`src/rtl/mem_arbiter.sv`:
```
// Two-requester memory arbiter: an instruction-fetch port and a data port share one memory
// port. Alternates on ties, latches the winning request, and aborts a read that never returns.
module mem_arbiter #(
    parameter int unsigned WORD_WIDTH = 32,
    parameter int unsigned TIMEOUT    = 255
) (
    input  logic                  clk,
    input  logic                  rst,
    // instruction-fetch requester
    input  logic                  if_req_i,
    input  logic [WORD_WIDTH-1:0] if_addr_i,
    output logic                  if_gnt_o,
    output logic                  if_rvalid_o,
    output logic [WORD_WIDTH-1:0] if_rdata_o,
    // data requester
    input  logic                  d_req_i,
    input  logic                  d_we_i,
    input  logic [WORD_WIDTH-1:0] d_addr_i,
    input  logic [WORD_WIDTH-1:0] d_wdata_i,
    output logic                  d_gnt_o,
    output logic                  d_rvalid_o,
    output logic [WORD_WIDTH-1:0] d_rdata_o,
    // memory side
    output logic                  mem_req_o,
    output logic                  mem_we_o,
    output logic [WORD_WIDTH-1:0] mem_addr_o,
    output logic [WORD_WIDTH-1:0] mem_wdata_o,
    input  logic                  mem_gnt_i,
    input  logic                  mem_rvalid_i,
    input  logic [WORD_WIDTH-1:0] mem_rdata_i,
    // status
    output logic                  busy_o,
    output logic                  err_o
);

    localparam logic [7:0] TimeoutCnt = 8'(TIMEOUT);

    typedef enum logic [2:0] {
        StIdle,
        StIfReq,
        StIfWait,
        StDReq,
        StDWait
    } state_e;

    state_e                state_q, state_d;
    logic                  last_d_q, last_d_d;
    logic [7:0]            cnt_q, cnt_d;
    logic [WORD_WIDTH-1:0] addr_q, addr_d;
    logic                  we_q, we_d;
    logic [WORD_WIDTH-1:0] wdata_q, wdata_d;
    logic                  err_q, err_d;

    logic                  timed_out;

    // Counter has sat in WAIT for TIMEOUT cycles with no response.
    assign timed_out = (cnt_q == TimeoutCnt) && !mem_rvalid_i;

    // State register and latched transaction; reset abandons any transaction in flight.
    always_ff @(posedge clk or posedge rst) begin
        if (rst) begin
            state_q  <= StIdle;
            last_d_q <= 1'b0;
            cnt_q    <= '0;
            addr_q   <= '0;
            we_q     <= 1'b0;
            wdata_q  <= '0;
            err_q    <= 1'b0;
        end else begin
            state_q  <= state_d;
            last_d_q <= last_d_d;
            cnt_q    <= cnt_d;
            addr_q   <= addr_d;
            we_q     <= we_d;
            wdata_q  <= wdata_d;
            err_q    <= err_d;
        end
    end

    // Next-state: arbitration in IDLE, grant handshake in REQ, response or timeout in WAIT.
    always_comb begin
        state_d  = state_q;
        last_d_d = last_d_q;
        cnt_d    = cnt_q;
        addr_d   = addr_q;
        we_d     = we_q;
        wdata_d  = wdata_q;
        err_d    = err_q;

        case (state_q)
            StIdle: begin
                if (mem_rvalid_i) begin
                    err_d = 1'b1;
                end
                // Data wins unless fetch is also requesting and data went last.
                if (d_req_i && (!if_req_i || !last_d_q)) begin
                    state_d  = StDReq;
                    last_d_d = 1'b1;
                    addr_d   = d_addr_i;
                    we_d     = d_we_i;
                    wdata_d  = d_wdata_i;
                end else if (if_req_i) begin
                    state_d  = StIfReq;
                    last_d_d = 1'b0;
                    addr_d   = if_addr_i;
                    we_d     = 1'b0;
                end
            end
            StIfReq, StDReq: begin
                if (mem_rvalid_i) begin
                    err_d = 1'b1;
                end
                if (mem_gnt_i) begin
                    state_d = (state_q == StIfReq) ? StIfWait : StDWait;
                    cnt_d   = '0;
                end
            end
            StIfWait, StDWait: begin
                if (mem_rvalid_i) begin
                    state_d = StIdle;
                end else if (cnt_q == TimeoutCnt) begin
                    state_d = StIdle;
                    err_d   = 1'b1;
                end else begin
                    cnt_d = cnt_q + 8'd1;
                end
            end
            default: state_d = StIdle;
        endcase
    end

    // Memory request is driven purely from the state and latched registers.
    assign mem_req_o   = (state_q == StIfReq) || (state_q == StDReq);
    assign mem_we_o    = we_q;
    assign mem_addr_o  = addr_q;
    assign mem_wdata_o = wdata_q;

    // Requester handshakes are combinational so grants and responses pass through same cycle.
    assign if_gnt_o    = (state_q == StIfReq) && mem_gnt_i;
    assign d_gnt_o     = (state_q == StDReq) && mem_gnt_i;
    assign if_rvalid_o = (state_q == StIfWait) && (mem_rvalid_i || timed_out);
    assign d_rvalid_o  = (state_q == StDWait) && (mem_rvalid_i || timed_out);
    assign if_rdata_o  = ((state_q == StIfWait) && mem_rvalid_i) ? mem_rdata_i : '0;
    assign d_rdata_o   = ((state_q == StDWait) && mem_rvalid_i) ? mem_rdata_i : '0;

    assign busy_o = (state_q != StIdle);
    assign err_o  = err_q;

endmodule

```
`config.mk`:
```
export PLATFORM = sky130hd
export DESIGN_NAME = mem_arbiter
export DESIGN_NICKNAME = d
export VERILOG_FILES = /design/src/rtl/mem_arbiter.sv
export SDC_FILE = /design/constraint.sdc
export NUM_CORES = 1
export LEC_CHECK = 0
export CAP_MARGIN = 30
export CELL_PAD_IN_SITES_DETAIL_PLACEMENT = 0
export CELL_PAD_IN_SITES_GLOBAL_PLACEMENT = 2
export CORE_MARGIN = 1
export CORE_UTILIZATION = 19
export CTS_CLUSTER_SIZE = 30
export DETAILED_ROUTE_END_ITERATION = 8
export MAX_ROUTING_LAYER = met4
export PLACE_DENSITY_LB_ADDON = 0.1
export SETUP_SLACK_MARGIN = 0.4
export SLEW_MARGIN = 20
export SYNTH_ARGS = -nofsm -noshare
export SYNTH_HDL_FRONTEND = slang
export SYNTH_SLANG_ARGS = --single-unit
```
`constraint.sdc`:
```
create_clock -name clk -period 2.55 [get_ports clk]
set_input_delay 0.3825 -clock clk [delete_from_list [all_inputs] [get_ports clk]]
set_output_delay 0.3825 -clock clk [all_outputs]
set_load 0.05 [all_outputs]
```
==> reports/results.tsv <==
metric	value	unit
Sw Ratio	48.7	%
final hold vios	0	
core area	20200	um2
DRT iter0 DRCs	34	
HP Class	primary input to asynchronous set/reset pin	
Final setup viols	0	
drt pass-1 iters	4	
most frequent cells in the layout	clkdlybuf4s50_1 (199), dfrtp_1 (76), buf_12 (69)	
fin cells	928	
clock sink total	78	
final core occ	39.7	%
root buffer cell	clkbuf_16	
Chip Height	146	um
Max transition margin	60.7	%
Reg clk slew, reported paths	0.07	ns
Mapped Nets	512	
die width	146	um
PD cells	1140	nW/um2
Seq/Total Area, Yosys	49.8	%
grt ovf	0	
initial antenna violation count	0	
Max Clk Rate	479	MHz
dpl cells	908	
die area	21200	um2
crit path DAT	1.71	ns
CTS H-tree lvls	3	
Starting Density	19.4	%
Setup crit end	if_rdata_o[22]	
insertion delay to the later sink of the worst-skew pair	0.34	ns
combinational share of power	63.3	%
layout net count	789	
Leak Pwr	0.00336	uW
Worst R2R Start	state_q[1]	
row cnt	52	
Slew Viols, Final	0	
async set or reset register ratio after synthesis	100	%
largest net degree at the start of global routing	44	
Setup CP Type	register to output pin	
area grow syn2layout	105	%
Period Utilization, post-route	81.9	%
Sw Pwr	4480	uW
maximum VDD drop	0.729	mV
maximum capacitance violations	0	
maximum buffer depth of the clock tree	2	
routability-driven placement congestion ratio	0.792	
vias in the first global route	4014	
R2R Setup Slk	0.71	ns
worst slew pin tran	0.588	ns
vias	3779	
clock power share	13.5	%
port bufs	270	
layout cells sized above 1	23.1	%
Primary FF master, synth	dfrtp_1	
status	finished clean	
Post-synth EDFFs	0	
min Tclk post-route	2.09	ns
library cells used by synthesis	44	
synthesized area	3920	um2
Max Clock Skew	0.00769	ns
total power	9190	uW
# hold bufs at CTS	0	
Synth Instances	376	
first-pass GRT wire length	22400	um
Yosys reg bits	78	
Detail Placement HPWL	11200	um
Syn. warnings	0	
Fin Setup TNS	0	ns
drt via density	4.07	
WP data required	2.17	ns
drt wl/cell	15.4	um
crit-path max FO	17	
unrepaired setup endpoints after global routing	true	
ANT nets after route	0	
Diodes inserted	0	
cts bufs inserted	9	
DRC Markers	0	
RR Endpoint	mem_wdata_o[23]	
Internal	4710	uW
Post-Syn Area per Cell	10.4	um2
CTS tree	done	
cell depth of the worst flop-to-flop path	6	
Sequential Power Share	23.2	%
total wire length	14300	um
Ports	271	
CP Launch Point	state_q[2]	
Setup crit end kind	output pin	
GRT Overall Usage	14.1	%
commonest non-fill, non-tap cell in the layout	clkdlybuf4s50_1	
Worst setup SP type	register	
==> critical path: stages (launching register included) <==
cell	delay [ns]
dfrtp_1	0.39
buf_6	0.15
and4bb_4	0.46
and2_1	0.22
buf_12	0.15
==> synthesized netlist by cell type (all sizes together), types with 2 or more instances <==
cell type,n,area [um2]
clkbuf,12,45.0
nand3,4,20.0
dfrtp,78,1950
o21ai,36,180
mux2,32,360
and4bb,2,28.8
o211ai,3,22.5
nor2,8,30.0
nand2b,2,12.5
mux2i,33,330
inv,9,33.8
a211oi,3,22.5
and2,64,400
nand2,44,165
nor3,5,25.0
and3,3,18.8
buf,12,67.6
a21oi,3,15.0
a211o,3,26.3
==> area by class of cell <==
| type | instances | area (um2) |
|---|---|---|
| fillers | 1947 | 12200 |
| well taps | 270 | 338 |
| multi-input cells | 266 | 1890 |
| clock inverters | 6 | 47.5 |
| inverters | 9 | 37.5 |
| clock buffers | 10 | 239 |
| repair buffers | 289 | 3540 |
| flip-flops and latches | 78 | 1950 |
==> state kept, by name (all words and copies together), names as in the netlist <==
name         cells
cnt_q            8
err_o            1
last_d_q         1
mem_addr_o      32
mem_wdata_o     32
mem_we_o         1
state_q          3
==> power groups by stage <==
stage          Clock, uW  Sequential (uW)  Combinational [uW]
6_report            1240             2130                5820
5_1_grt             1330             2220                6120
4_1_cts             1300             2140                5880
3_5_place_dp           0             2160                5810
3_3_place_gp           0             2130                5790
2_1_floorplan          0             3900                1780
==> what timing repair did <==
item / in CTS / in global routing
buffers inserted: 3 / 0
endpoints found under the setup margin: 65 / 64
gates cloned: 1 / 0
pin swaps: 3 / 2
resized for setup: 9 / 3
==> cell families (layout without fill, tap and decap cells) <==
logic type | Yosys count | in the layout | share of synthesized area [%]
and+or+nand+nor | 139 | 140 | 19.2
buffers and inverters | 33 | 314 | 3.73
DFF | 78 | 78 | 49.8
adders and majority gates | 1 | 1 | 0.319
AOI/OAI and AO/OA | 58 | 58 | 8.93
xor gates and xnor gates | 2 | 2 | 0.447
muxes | 65 | 65 | 17.6
==> stage by stage <==
stage	instance area (um2)	hold slack, ns	setup slack, ns
CTS	8030	0.460	0.383
global route	8040	0.496	0.385
global placement	7700	0.460	0.380
floorplan	3940	0.442	0.507
detailed placement	7700	0.471	0.346
finish	8040	0.448	0.462
==> how the worst min path moves through the flow <==
stage / start / endpoint / cells after the start
detailed placement: mem_addr_o[2] / mem_addr_o[2] / 2
finish: rst / cnt_q[0] / 2
global placement: err_o / err_o / 1
global route: rst / cnt_q[0] / 2
CTS: rst / cnt_q[6] / 2
floorplan: last_d_q / last_d_q / 2
==> layer usage <==
metal / GRT usage, % / wire, um / vias up
li1: - / - / 1845
met1: 15.6 / 5950 / 1722
met2: 23.1 / 6790 / 201
met3: 5.58 / 1370 / 11
met4: 4.26 / 158 / 0
met5: - / 0 / -
(Power assumes the default switching activity.)
